<file path="config.mk">
export PLATFORM = sky130hd
export DESIGN_NAME = ps2_host_tx_flat
export DESIGN_NICKNAME = d
export VERILOG_FILES = /design/src/rtl/ps2_host_tx_pkg.sv /design/src/rtl/ps2_host_tx_if.sv /design/src/rtl/ps2_host_tx_line_sync.sv /design/src/rtl/ps2_host_tx.sv /design/src/flat_wrapper.sv
export SDC_FILE = /design/constraint.sdc
export NUM_CORES = 1
export LEC_CHECK = 0
export ABC_AREA = 0
export ABC_CLOCK_PERIOD_IN_PS = 2800
export CAP_MARGIN = 20
export CORE_MARGIN = 10
export CORE_UTILIZATION = 26
export DETAILED_ROUTE_END_ITERATION = 8
export PLACE_DENSITY = 0.39
export SYNTH_ARGS = -nofsm -noshare
export SYNTH_HDL_FRONTEND = slang
export SYNTH_SLANG_ARGS = --single-unit
</file>
<file path="constraint.sdc">
create_clock -name clk -period 2.8 [get_ports clk]
set_clock_uncertainty 0.2 [all_clocks]
set_input_delay 0.56 -clock clk [delete_from_list [all_inputs] [get_ports clk]]
set_output_delay 0.56 -clock clk [all_outputs]
set_load 0.005 [all_outputs]
</file>
<file path="src/rtl/ps2_host_tx_pkg.sv">
// Shared PS/2 definitions: TX state encoding, frame size, odd parity and common
// keyboard command bytes. Used by the host transmitter and the receive side.
package ps2_pkg;

  typedef enum logic [2:0] {
    IDLE,
    INHIBIT,
    REQUEST,
    SHIFT,
    ACK,
    WAIT_IDLE
  } ps2_tx_state_t;

  // start + 8 data + parity + stop
  localparam int PS2_FRAME_BITS = 11;

  localparam logic [7:0] PS2_CMD_SET_LEDS = 8'hED;
  localparam logic [7:0] PS2_CMD_RESET    = 8'hFF;

  function automatic logic ps2_odd_parity(input logic [7:0] b);
    return ~^b;
  endfunction

endpackage

</file>
<file path="src/rtl/ps2_host_tx_if.sv">
// Command-side handshake bundle of the PS/2 host transmitter.
// master = command source, slave = transmitter.
interface ps2_host_tx_if;
  logic       tx_valid;
  logic [7:0] tx_byte;
  logic       tx_ready;
  logic       busy;
  logic       tx_done;
  logic       tx_error;

  modport master (
    output tx_valid, tx_byte,
    input  tx_ready, busy, tx_done, tx_error
  );

  modport slave (
    input  tx_valid, tx_byte,
    output tx_ready, busy, tx_done, tx_error
  );
endinterface

</file>
<file path="src/rtl/ps2_host_tx_line_sync.sv">
// Two-flop synchronizers for the raw PS/2 clock and data pins plus a registered
// falling-edge pulse on the clock; the pulse lands 3 cycles after the pin edge.
module ps2_line_sync (
  input  logic clk,
  input  logic rst,
  input  logic ps2_clk_pin,
  input  logic ps2_data_pin,
  output logic clk_sync,
  output logic data_sync,
  output logic clk_fall
);

  logic [1:0] pin;
  logic [1:0] meta_q, meta_d;
  logic [1:0] sync_q, sync_d;
  logic       clk_prev_q, clk_prev_d;
  logic       fall_q, fall_d;

  assign pin = {ps2_data_pin, ps2_clk_pin};

  generate
    for (genvar gi = 0; gi < 2; gi++) begin : g_sync
      assign meta_d[gi] = pin[gi];
      assign sync_d[gi] = meta_q[gi];
    end
  endgenerate

  always_comb begin
    clk_prev_d = sync_q[0];
    fall_d     = clk_prev_q & ~sync_q[0];
  end

  // Idle bus is high, so reset to 1 to avoid a spurious edge after reset.
  always_ff @(posedge clk) begin
    if (rst) begin
      meta_q     <= 2'b11;
      sync_q     <= 2'b11;
      clk_prev_q <= 1'b1;
      fall_q     <= 1'b0;
    end else begin
      meta_q     <= meta_d;
      sync_q     <= sync_d;
      clk_prev_q <= clk_prev_d;
      fall_q     <= fall_d;
    end
  end

  assign clk_sync  = sync_q[0];
  assign data_sync = sync_q[1];
  assign clk_fall  = fall_q;

endmodule

</file>
<file path="src/rtl/ps2_host_tx.sv">
// PS/2 host-to-device command transmitter (request-to-send, 11-bit frame, ACK check).
// Optional watchdog from REQUEST to ACK: define PS2_TX_TIMEOUT_EN.
module ps2_host_tx
  import ps2_pkg::*;
#(
  parameter int CLK_FREQ_HZ = 100_000_000,
  parameter int INHIBIT_US  = 100,
  parameter int TIMEOUT_US  = 15000
) (
  input  logic          clk,
  input  logic          rst,
  ps2_host_tx_if.slave  bus,
  input  logic          PS2_clk,
  input  logic          PS2_data_in,
  output logic          ps2_clk_oe,
  output logic          ps2_data_oe
);

  localparam int INHIBIT_CYCLES = CLK_FREQ_HZ / 1_000_000 * INHIBIT_US;
  localparam int INH_W          = $clog2(INHIBIT_CYCLES);
  localparam logic [INH_W-1:0] INH_LAST = INH_W'(INHIBIT_CYCLES - 1);
  localparam logic [INH_W-1:0] INH_DATA = INH_W'(INHIBIT_CYCLES - 2);

  // Bits shifted out on device clock edges: 8 data, parity, stop.
  localparam int SHIFT_BITS = PS2_FRAME_BITS - 1;
  localparam int IDX_W      = $clog2(SHIFT_BITS + 1);
  localparam logic [IDX_W-1:0] IDX_LAST = IDX_W'(SHIFT_BITS - 1);

`ifdef PS2_TX_TIMEOUT_EN
  localparam int TIMEOUT_CYCLES = CLK_FREQ_HZ / 1_000_000 * TIMEOUT_US;
  localparam int WD_W           = $clog2(TIMEOUT_CYCLES);
  localparam logic [WD_W-1:0] WD_LAST = WD_W'(TIMEOUT_CYCLES - 1);
  logic [WD_W-1:0] wd_q, wd_d;
`endif

  logic clk_sync, data_sync, clk_fall;

  ps2_line_sync u_sync (
    .clk          (clk),
    .rst          (rst),
    .ps2_clk_pin  (PS2_clk),
    .ps2_data_pin (PS2_data_in),
    .clk_sync     (clk_sync),
    .data_sync    (data_sync),
    .clk_fall     (clk_fall)
  );

  ps2_tx_state_t          state_q, state_d;
  logic [INH_W-1:0]       inh_cnt_q, inh_cnt_d;
  logic [IDX_W-1:0]       idx_q, idx_d;
  logic [SHIFT_BITS-1:0]  frame_q, frame_d;
  logic                   clk_oe_q, clk_oe_d;
  logic                   data_oe_q, data_oe_d;
  logic                   tx_ready_q, tx_ready_d;
  logic                   busy_q, busy_d;
  logic                   tx_done_q, tx_done_d;
  logic                   tx_error_q, tx_error_d;

  always_comb begin
    state_d    = state_q;
    inh_cnt_d  = inh_cnt_q;
    idx_d      = idx_q;
    frame_d    = frame_q;
    clk_oe_d   = clk_oe_q;
    data_oe_d  = data_oe_q;
    tx_ready_d = tx_ready_q;
    busy_d     = busy_q;
    tx_done_d  = 1'b0;
    tx_error_d = 1'b0;

    unique case (state_q)
      IDLE: begin
        clk_oe_d  = 1'b0;
        data_oe_d = 1'b0;
        if (bus.tx_valid && tx_ready_q) begin
          frame_d    = {1'b1, ps2_odd_parity(bus.tx_byte), bus.tx_byte};
          inh_cnt_d  = '0;
          clk_oe_d   = 1'b1;
          busy_d     = 1'b1;
          tx_ready_d = 1'b0;
          state_d    = INHIBIT;
        end
      end
      INHIBIT: begin
        if (inh_cnt_q == INH_LAST) begin
          clk_oe_d  = 1'b0;
          data_oe_d = 1'b1;
          state_d   = REQUEST;
        end else begin
          inh_cnt_d = inh_cnt_q + INH_W'(1);
          // Start bit goes out on the final inhibit cycle.
          if (inh_cnt_q == INH_DATA) data_oe_d = 1'b1;
        end
      end
      REQUEST: begin
        idx_d   = '0;
        state_d = SHIFT;
      end
      SHIFT: begin
        if (clk_fall) begin
          data_oe_d = ~frame_q[0];
          frame_d   = {1'b0, frame_q[SHIFT_BITS-1:1]};
          idx_d     = idx_q + IDX_W'(1);
          if (idx_q == IDX_LAST) state_d = ACK;
        end
      end
      ACK: begin
        if (clk_fall) begin
          if (data_sync) tx_error_d = 1'b1;
          else           tx_done_d  = 1'b1;
          state_d = WAIT_IDLE;
        end
      end
      WAIT_IDLE: begin
        data_oe_d = 1'b0;
        if (clk_sync && data_sync) begin
          tx_ready_d = 1'b1;
          busy_d     = 1'b0;
          state_d    = IDLE;
        end
      end
      default: begin
        clk_oe_d   = 1'b0;
        data_oe_d  = 1'b0;
        tx_ready_d = 1'b1;
        busy_d     = 1'b0;
        state_d    = IDLE;
      end
    endcase

`ifdef PS2_TX_TIMEOUT_EN
    // Watchdog overrides everything, including an ACK landing on the same cycle.
    wd_d = '0;
    if (state_q inside {REQUEST, SHIFT, ACK}) begin
      if (wd_q == WD_LAST) begin
        clk_oe_d   = 1'b0;
        data_oe_d  = 1'b0;
        tx_done_d  = 1'b0;
        tx_error_d = 1'b1;
        tx_ready_d = 1'b1;
        busy_d     = 1'b0;
        state_d    = IDLE;
      end else begin
        wd_d = wd_q + WD_W'(1);
      end
    end
`endif
  end

  always_ff @(posedge clk) begin
    if (rst) begin
      state_q    <= IDLE;
      inh_cnt_q  <= '0;
      idx_q      <= '0;
      frame_q    <= '0;
      clk_oe_q   <= 1'b0;
      data_oe_q  <= 1'b0;
      tx_ready_q <= 1'b1;
      busy_q     <= 1'b0;
      tx_done_q  <= 1'b0;
      tx_error_q <= 1'b0;
`ifdef PS2_TX_TIMEOUT_EN
      wd_q       <= '0;
`endif
    end else begin
      state_q    <= state_d;
      inh_cnt_q  <= inh_cnt_d;
      idx_q      <= idx_d;
      frame_q    <= frame_d;
      clk_oe_q   <= clk_oe_d;
      data_oe_q  <= data_oe_d;
      tx_ready_q <= tx_ready_d;
      busy_q     <= busy_d;
      tx_done_q  <= tx_done_d;
      tx_error_q <= tx_error_d;
`ifdef PS2_TX_TIMEOUT_EN
      wd_q       <= wd_d;
`endif
    end
  end

  assign bus.tx_ready = tx_ready_q;
  assign bus.busy     = busy_q;
  assign bus.tx_done  = tx_done_q;
  assign bus.tx_error = tx_error_q;
  assign ps2_clk_oe   = clk_oe_q;
  assign ps2_data_oe  = data_oe_q;

endmodule

</file>
<file path="src/flat_wrapper.sv">
// flat-port wrapper written by rule: the top's interface ports become plain ports
module ps2_host_tx_flat import ps2_pkg::*;
#(
  parameter int CLK_FREQ_HZ = 100_000_000,
  parameter int INHIBIT_US  = 100,
  parameter int TIMEOUT_US  = 15000
)
  (clk, rst, PS2_clk, PS2_data_in, ps2_clk_oe, ps2_data_oe, bus_tx_valid, bus_tx_byte, bus_tx_ready, bus_busy, bus_tx_done, bus_tx_error);
  ps2_host_tx_if bus_i ();
  input  logic clk;
  input  logic rst;
  input  logic PS2_clk;
  input  logic PS2_data_in;
  output logic ps2_clk_oe;
  output logic ps2_data_oe;
  input wire logic [$bits(bus_i.tx_valid)-1:0] bus_tx_valid;
  input wire logic [$bits(bus_i.tx_byte)-1:0] bus_tx_byte;
  output wire logic [$bits(bus_i.tx_ready)-1:0] bus_tx_ready;
  output wire logic [$bits(bus_i.busy)-1:0] bus_busy;
  output wire logic [$bits(bus_i.tx_done)-1:0] bus_tx_done;
  output wire logic [$bits(bus_i.tx_error)-1:0] bus_tx_error;
  assign bus_i.tx_valid = bus_tx_valid;
  assign bus_i.tx_byte = bus_tx_byte;
  assign bus_tx_ready = bus_i.tx_ready;
  assign bus_busy = bus_i.busy;
  assign bus_tx_done = bus_i.tx_done;
  assign bus_tx_error = bus_i.tx_error;
  ps2_host_tx #(.CLK_FREQ_HZ(CLK_FREQ_HZ), .INHIBIT_US(INHIBIT_US), .TIMEOUT_US(TIMEOUT_US)) u_core (.clk(clk), .rst(rst), .bus(bus_i), .PS2_clk(PS2_clk), .PS2_data_in(PS2_data_in), .ps2_clk_oe(ps2_clk_oe), .ps2_data_oe(ps2_data_oe));
endmodule
</file>
==> results of run 1 <==
worst max-delay path: stages (launching register included):
cell	delay, ns
dfxtp_1	0.69
and3b_1	0.24
buf_4	0.18
nand2_1	0.16
nand2_2	0.31
nor2_1	0.07
a311oi_1	0.24
metal layers:
layer  GRT usage (%)  part of all wire, %
met5               0                    0
met2            13.0                   43
met3            1.99                  2.4
met4            2.57                 0.56
met1            11.7                   54
path summary, 6_finish.rpt:
path,start,endpoint,slack [ns]
worst min register to register,u_core.u_sync.clk_prev_q,u_core.u_sync.clk_fall,0.21
worst max register to register,u_core.state_q[0],u_core.frame_q[5],0.60
worst min-delay path,u_core.u_sync.clk_prev_q,u_core.u_sync.clk_fall,0.21
worst max-delay path,u_core.state_q[0],u_core.frame_q[5],0.60
synthesized netlist by cell type, types with 3 or more instances:
cell      instances
a21o_1            3
nor2_1           36
ha_1              4
a311oi_1          9
inv_1             7
xnor2_1          11
or2_2             5
a31oi_1           3
clkbuf_1          7
a21oi_1          20
dfxtp_1          43
and3_1            3
nand2_1          32
nand4_1           6
or3_1             3
a211oi_1          4
nand3_1           9
nor3_1            3
o21ai_0           7
logic make-up after synthesis:
logic type | count (synthesis) | synth area share (%)
AO/OA/AOI/OAI | 55 | 17.5
XOR/XNOR | 13 | 5.23
adder cells (fa/ha/maj) | 4 | 2.30
buffers and inverters | 21 | 4.83
flip-flops | 43 | 39.5
multiplexers | 2 | 0.920
AND/OR/NAND/NOR | 121 | 29.7
area by class of cell:
cell class                 count  area (um2)  area share [%]
clock buffer                   5        68.8            2.71
clock inverter                 3        15.0           0.591
inverter                       7        26.3            1.03
multi-input combinational    195        1210            47.7
sequential                    43         861            33.9
tap                          105         131            5.17
timing repair buffer          24         225            8.87
flip-flops by register name (all words and copies together), names as in the netlist:
register,flops
u_core.inh_cnt_q,14
u_core.frame_q,10
u_core.idx_q,4
u_core.state_q,3
u_core.u_sync.meta_q,2
u_core.u_sync.sync_q,2
u_core.bus.busy,1
u_core.bus.tx_done,1
u_core.bus.tx_error,1
u_core.bus.tx_ready,1
u_core.ps2_clk_oe,1
u_core.ps2_data_oe,1
u_core.u_sync.clk_fall,1
u_core.u_sync.clk_prev_q,1
power by group through the flow:
stage / combinational, W / clock, W / sequential (W)
finish: 0.000556 / 0.000398 / 0.000795
global route: 0.000635 / 0.000436 / 0.000811
CTS: 0.000564 / 0.000423 / 0.000796
detailed placement: 0.000562 / 0 / 0.000810
global placement: 0.000565 / 0 / 0.000810
floorplan: 0.000461 / 0 / 0.000755
per-stage QoR:
stage | hold slack (ns) | setup slack [ns] | std cells
2_1_floorplan | 0.189 | 0.982 | 259
3_3_place_gp | 0.192 | 0.500 | 374
3_5_place_dp | 0.196 | 0.514 | 374
4_1_cts | 0.215 | 0.564 | 382
5_1_grt | 0.224 | 0.358 | 382
6_report | 0.213 | 0.599 | 382
==> out/qor.yml, run 1 <==
status: "finished clean"
dieArea_um2: 12400
drc: 0
pwr_density_cell_nw_per_um2: 689
insertion_delay_ns: 0.29
grt_use_total_pct: 8.55
syn_nets: 276
synth_edf_count: 0
synth.area.top_cells: "dfxtp_1 (40%), nor2_1 (6.2%), nand2_1 (5.5%), a21oi_1 (4.6%), xnor2_1 (4.4%)"
fin_util_pct: 31.1
wl_mm: 5.33
n_antenna_cell: 0
finalPower_w: 0.00175
first_pass_iters: 6
hold_path_depth: 2
initial_core_util_pct: 26.6
ys_ff_latch: 43
fmax_ghz: 0.454
swShare_pct: 36.4
final_nets: 293
cts_tree: "done"
setup_viol: 0
yosysTopAreaCellShare_pct: 39.5
seqPwrFrac_pct: 45.4
grt_antenna_before_repair: 0
final_common_cell: "dfxtp_1"
path_clk_slew_ns: 0.09
power_frac_clock_pct: 22.7
core_area_um2: 8180
postCtsSetupBuffers: 0
period_share_pct: 78.6
ioPinCount: 19
post-dp-hpwl_mm: 3.87
numPortBuffers: 18
drive_gt1_share_pct: 10.5
nFillCells: 900
timing.setup.tns_ns: 0
grt_pass1_vias: 1862
area_growth_pct: 16.6
min_path_type: "register to register"
crit_arrival_ns: 2.21
synth_top_area_cell: "dfxtp_1"
clockRootBuffer: "clkbuf_8"
fp.dieH_um: 112
wire_per_inst_um: 14.0
ir_worst_vdd_v: 0.000239
critPathKind: "register to register"
ant_nets: 0
p_leak_nw: 0.957
critPathMaxFanout: 18
maxSlewViolCount: 0
grt_max_degree: 19
synth-async-reset-ratio_pct: 0
final_hold_viol_count: 0
ys_types: 52
switching_power_w: 0.000638
period_minus_slack_ns: 2.20
cp.required_ns: 2.80
cp-end-kind: "register"
via_per_inst: 4.74
cts_sinks: 43
intPower_w: 0.00111
syn-mean-instance-area_um2: 8.41
tightestPinTransition_ns: 0.573
grt_setup_unrepaired: "no"
cts_made_buffers: 5
drt_iter0_markers: 62
most-common-layout-cells: "dfxtp_1 (43), nor2_1 (36), nand2_1 (32)"
syn_area_um2: 2180
syn_inst: 259
rows: 33
rr_worst_depth: 6
drv_cap: 0
slew_headroom_pct: 61.7
ys_seq_area_share_pct: 39.5
die_w_um: 112
design_area_um2: 2540
start_kind: "register"
ys_warn_count: 0
routabilityCongestion: 0.793
comb_power_share_pct: 31.8
ys.flop_type: "dfxtp_1"
grt_pass1_wl_mm: 9.16
cts_hold_buf: 0
grt_overflow: 0
post_dp_cell_area_um2: 2450
clk_path_buf_depth: 2
num_vias: 1812
cts-resized-gates: 0
h-tree-depth: 2
Power figures use the tool's default switching activity.
==> run 2: changes to the inputs <==
--- a/config.mk
+++ b/config.mk
@@ -6,12 +6,12 @@
 export NUM_CORES = 1
 export LEC_CHECK = 0
 export ABC_AREA = 0
-export ABC_CLOCK_PERIOD_IN_PS = 2800
+export ABC_CLOCK_PERIOD_IN_PS = 1900
 export CAP_MARGIN = 20
 export CORE_MARGIN = 10
 export CORE_UTILIZATION = 26
 export DETAILED_ROUTE_END_ITERATION = 8
-export PLACE_DENSITY = 0.39
+export PLACE_DENSITY = 0.41
 export SYNTH_ARGS = -nofsm -noshare
 export SYNTH_HDL_FRONTEND = slang
 export SYNTH_SLANG_ARGS = --single-unit
==> constraint.sdc (replaced) <==
create_clock -name clk -period 1.9 [get_ports clk]
set_clock_uncertainty 0.2 [all_clocks]
set_input_delay 0.38 -clock clk [delete_from_list [all_inputs] [get_ports clk]]
set_output_delay 0.38 -clock clk [all_outputs]
set_load 0.005 [all_outputs]
==> run 2 against run 1 <==
Effect of this change:
- worst setup slack got worse by 0.55 ns
- clock power increased by 93%
- die area unchanged
- cell count increased by 8.1%
- critical path type unchanged
==> out/qor.yml, run 2 (synthesized netlist as in run 1, its figures left out) <==
cp.required_ns: 1.90  # -0.90 ns
dieArea_um2: 12400  # unchanged
fmax_ghz: 0.539  # +19%
top_regs: "u_core.inh_cnt_q: 14 flops, u_core.frame_q: 10 flops, u_core.idx_q: 4 flops"
drt_iter0_markers: 64  # +3.2%
largest_reg_flops: 14  # unchanged
cp_slowest_cell: "dfxtp_4"
cp_top_family: "compound AO/OA/AOI/OAI gates"
setup_viol: 0  # unchanged
max_stage_delay_ns: 0.37  # -0.32 ns
die_w_um: 112  # unchanged
p_leak_nw: 1.14  # +19%
clockRootBuffer: "clkbuf_8"
drv_cap: 0  # unchanged
num_vias: 1919  # +5.9%
clk_path_buf_depth: 2  # unchanged
routabilityCongestion: 0.802  # +1.1%
final_hold_viol_count: 0  # unchanged
ir_worst_vdd_v: 0.000370  # +55%
ant_nets: 0  # unchanged
post-dp-hpwl_mm: 4.13  # +6.8%
grt_pass1_vias: 1831  # -1.7%
grt_pass1_wl_mm: 9.27  # +1.1%
dp_cells: 404  # +8.0%
path_clk_slew_ns: 0.09  # about the same
crit_arrival_ns: 1.86  # -0.35 ns
n_antenna_cell: 0  # unchanged
grt_setup_unrepaired: "yes"
wire_per_inst_um: 13.3  # -4.7%
cts_tree: "done"
grt_overflow: 0  # unchanged
start_kind: "register"
fp.dieH_um: 112  # unchanged
timing.setup.tns_ns: 0  # unchanged
cts_made_buffers: 5  # unchanged
cts_sinks: 43  # unchanged
first_pass_iters: 4  # -2
regMostFlops: "u_core.inh_cnt_q"
crit_chain: "ha_2 > o211a_1 > nand4_1 > a221oi_2 > buf_4 > mux2i_1 > nor2_1"
drc: 0  # unchanged
grt_use_total_pct: 8.78  # +0.23 points
wl_mm: 5.49  # +3.0%
period_minus_slack_ns: 1.86  # -0.345 ns
drive_gt1_share_pct: 22.1  # +12 points
grt_max_degree: 19  # unchanged
core_area_um2: 8180  # unchanged
finalHoldWorstSlack_ns: 0.212  # -0.00175 ns
pwr_density_cell_nw_per_um2: 1030  # +50%
ioPinCount: 19  # unchanged
area_growth_pct: 31.8
finalPower_w: 0.00296  # +69%
numPortBuffers: 18  # unchanged
status: "finished clean"
period_share_pct: 97.7  # +19 points
design_area_um2: 2870  # +13%
grt_antenna_before_repair: 0  # unchanged
rows: 33  # unchanged
cp-end-kind: "register"
slew_headroom_pct: 76.5  # +15 points
post_dp_cell_area_um2: 2720  # +11%
h-tree-depth: 2  # unchanged
initial_core_util_pct: 26.6  # unchanged
final_common_cell: "dfxtp_1"
path_buf_inv: 1  # unchanged
insertion_delay_ns: 0.30  # about the same
min_path_type: "register to register"
critPathKind: "register to register"
final_cells: 413  # +8.1%
critPathMaxFanout: 5  # -13
final_nets: 324  # +11%
maxSlewViolCount: 0  # unchanged
tightestPinTransition_ns: 0.350  # -0.223 ns
most-common-layout-cells: "dfxtp_1 (37), nor2_1 (36), buf_4 (34)"
via_per_inst: 4.65  # -2.0%
[run 2: changes by cell type in the layout (fill, tap and decap cells not counted), moves of 2 or more]
| cell | delta |
|---|---|
| dfxtp_4 | +2 |
| clkinv_2 | -2 |
| buf_12 | +3 |
| dfxtp_1 | -6 |
| dfxtp_2 | +4 |
| buf_4 | +28 |
[run 2: power by group]
group	internal (W)	switching (W)
Sequential	0.00104	0.000106
Clock	0.000426	0.000341
Combinational	0.000513	0.000537
[run 2: final cells by class]
cell class	instances	area, um2
fillers	886	5310
multi-input cells	195	1230
flip-flops and latches	43	873
repair buffers	55	495
well taps	105	131
clock buffers	6	82.6
clock inverters	2	35.0
inverters	7	26.3
[run 2: metal layers]
layer	global-route usage [%]	vias up	wire length, um
met5	0	-	0
met4	3.08	0	32
met3	2.25	2	135
met2	12.7	19	2420
met1	12.2	888	2910
li1	-	1010	-
[run 2: metrics by stage]
stage	utilization (%)	setup WS [ns]
CTS	34.8	0.0217
floorplan	-	0.0822
global route	35.1	-0.0512
finish	35.1	0.0441
global placement	33.2	-0.120
detailed placement	33.2	-0.146
[run 2: timing repair]
item / in CTS / in global routing
gates resized for setup: 3 / 8
pin swaps: 0 / 4
cloned: 0 / 0
endpoints found under the hold margin: 0 / 0
setup endpoints to repair: 3 / 5
hold buffers: 0 / 0
buffers inserted: 0 / 1
[run 2: final timing paths]
check        cells past startpoint                     end  slack [ns]                     start
min                              2  u_core.u_sync.clk_fall        0.21  u_core.u_sync.clk_prev_q
min reg2reg                      2  u_core.u_sync.clk_fall        0.21  u_core.u_sync.clk_prev_q
max                              7      u_core.ps2_data_oe        0.04       u_core.inh_cnt_q[0]
max reg2reg                      7      u_core.ps2_data_oe        0.04       u_core.inh_cnt_q[0]
[run 2: tightest hold or removal path: stages, from the launching register on]
cell,delay (ns)
dfxtp_1,0.31
inv_1,0.04
nor2_1,0.03
==> run 3: changes to the inputs <==
--- a/config.mk
+++ b/config.mk
@@ -9,9 +9,10 @@
 export ABC_CLOCK_PERIOD_IN_PS = 1900
 export CAP_MARGIN = 20
 export CORE_MARGIN = 10
-export CORE_UTILIZATION = 26
+export CORE_UTILIZATION = 43
 export DETAILED_ROUTE_END_ITERATION = 8
-export PLACE_DENSITY = 0.41
+export GPL_ROUTABILITY_DRIVEN = 0
+export PLACE_DENSITY = 0.62
 export SYNTH_ARGS = -nofsm -noshare
 export SYNTH_HDL_FRONTEND = slang
 export SYNTH_SLANG_ARGS = --single-unit
==> run 3 against run 2 <==
Effect of this change:
- critical path depth shrank 6
- routed wire length down 10%
- combinational power barely moved
- worst setup slack better by 0.0035 ns
- cell area fell by 1.9%
- maximum frequency rose by 0.19%
- core utilization increased by 23 points
- critical path type is now register to primary output
- largest cell class unchanged
==> out/qor.yml, run 3 (synthesized netlist as in run 1, its figures left out) <==
status: "finished clean"
cp_slowest_cell: "clkdlybuf4s50_1"
cts_made_buffers: 5  # unchanged
cts_tree: "done"
clockRootBuffer: "clkbuf_8"
area_growth_pct: 29.4
dieArea_um2: 8310  # -33%
cp-end-kind: "primary output"
max_stage_delay_ns: 0.54  # +0.17 ns
drv_cap: 0  # unchanged
first_pass_iters: 4  # unchanged
grt_setup_unrepaired: "yes"
final_common_cell: "dfxtp_1"
fmax_ghz: 0.540  # +0.19%
crit_arrival_ns: 1.27  # -0.59 ns
ir_worst_vdd_v: 0.000460  # +24%
wire_per_inst_um: 13.2  # -0.57%
initial_core_util_pct: 45.2  # +19 points
grt_antenna_before_repair: 0  # unchanged
rr_worst_depth: 8  # +1
pwr_density_cell_nw_per_um2: 1050  # +1.6%
n_antenna_cell: 0  # unchanged
wl_mm: 4.92  # -10%
finalPower_w: 0.00296  # -0.26%
final_nets: 321  # -0.93%
cp.required_ns: 1.32  # -0.58 ns
worstReg2RegEnd: "u_core.ps2_data_oe"
regMostFlops: "u_core.inh_cnt_q"
fp.dieH_um: 91.2  # -18%
die_w_um: 91.2  # -18%
cp_top_family: "buffers and inverters"
via_per_inst: 5.26  # +13%
grt_max_degree: 24  # +5
final_cells: 372  # -9.9%
insertion_delay_ns: 0.30  # about the same
design_area_um2: 2820  # -1.9%
grt_pass1_wl_mm: 8.63  # -6.9%
drt_iter0_markers: 120  # +88%
slew_headroom_pct: 71.1  # -5.5 points
grt_overflow: 0  # unchanged
min_from: "u_core.u_sync.clk_prev_q"
hold_path_end: "u_core.u_sync.clk_fall"
period_share_pct: 97.5  # -0.18 points
path_buf_inv: 1  # unchanged
min_path_type: "register to register"
ant_nets: 0  # unchanged
critPathMaxFanout: 5  # unchanged
clk_path_buf_depth: 2  # unchanged
pre_cts_ws_ns: -0.194  # -0.0479 ns
r2r-start: "u_core.inh_cnt_q[0]"
post-dp-hpwl_mm: 3.64  # -12%
rows: 25  # -24%
fin_util_pct: 58.5  # +23 points
final_hold_viol_count: 0  # unchanged
core_area_um2: 4820  # -41%
ioPinCount: 19  # unchanged
dp_cells: 363  # -10%
most-common-layout-cells: "dfxtp_1 (37), nor2_1 (36), buf_4 (32)"
setup_viol: 0  # unchanged
grt_pass1_vias: 1847  # +0.87%
path_clk_slew_ns: 0.09  # about the same
crit_chain: "clkdlybuf4s50_1"
post_dp_cell_area_um2: 2640  # -3.0%
h-tree-depth: 2  # unchanged
cts_sinks: 43  # unchanged
numPortBuffers: 18  # unchanged
layout_setup_ws_ns: 0.0476  # +0.00351 ns
tightestPinTransition_ns: 0.433  # +0.0825 ns
num_vias: 1956  # +1.9%
drive_gt1_share_pct: 23.0  # +0.87 points
reg2reg_setup_slack_ns: 0.07  # +0.03 ns
critPathKind: "register to primary output"
grt_use_total_pct: 12.4  # +3.6 points
nFillCells: 434  # -51%
drc: 0  # unchanged
hold_path_depth: 2  # unchanged
start_kind: "register"
period_minus_slack_ns: 1.85  # -0.00351 ns
largest_reg_flops: 14  # unchanged
p_leak_nw: 1.12  # -1.6%
top_regs: "u_core.inh_cnt_q: 14 flops, u_core.frame_q: 10 flops, u_core.idx_q: 4 flops"
maxSlewViolCount: 0  # unchanged
## run 3: cell type report
class / count / area [um2] / area share (%)
multi-input combinational: 195 / 1260 / 44.6
sequential: 43 / 873 / 31.0
timing repair buffer: 52 / 460 / 16.3
tap: 67 / 83.8 / 2.98
clock buffer: 5 / 68.8 / 2.44
clock inverter: 3 / 43.8 / 1.55
inverter: 7 / 28.8 / 1.02
## run 3: power by group
part | internal, W | leakage, nW | total (W) | switching, W
logic | 0.000530 | 0.710 | 0.00108 | 0.000549
clock network | 0.000392 | 0.0581 | 0.000722 | 0.000331
registers | 0.00104 | 0.354 | 0.00115 | 0.000116
total | 0.00196 | 1.12 | 0.00296 | 0.000995
## run 3: how the worst max path moves through the flow
stage,slack [ns],depth (start not counted),startpoint,endpoint
after floorplan,0.08,6,u_core.inh_cnt_q[0],u_core.state_q[0]
after global placement,-0.1,6,bus_tx_valid,u_core.state_q[0]
after detailed placement,-0.19,6,bus_tx_valid,u_core.state_q[0]
after CTS,-0.002,7,u_core.state_q[0],u_core.frame_q[4]
after global routing,-0.007,8,u_core.inh_cnt_q[0],u_core.ps2_data_oe
final,0.05,1,u_core.bus.tx_ready,bus_tx_ready
## run 3: timing repair
action                     CTS  global route
hold buffers                 0             0
setup endpoints to repair    1            16
buffers inserted             0             1
gates resized for setup      2            17
pin swaps                    0             6
## run 3: routing by layer
metal | global-route usage [%] | vias up | share of wire [%]
met1 | 15.4 | 902 | 50
li1 | - | 1014 | -
met5 | 0 | - | 0
met4 | 4.70 | 0 | 1.5
met3 | 4.03 | 7 | 4.5
met2 | 19.3 | 33 | 44
## run 3: per-stage QoR
stage                     setup TNS [ns]  hold WS, ns
final                                  0        0.215
after global routing            -0.00661        0.242
after CTS                       -0.00168        0.218
after detailed placement          -0.457        0.197
after global placement            -0.201        0.192
after floorplan                        0        0.189
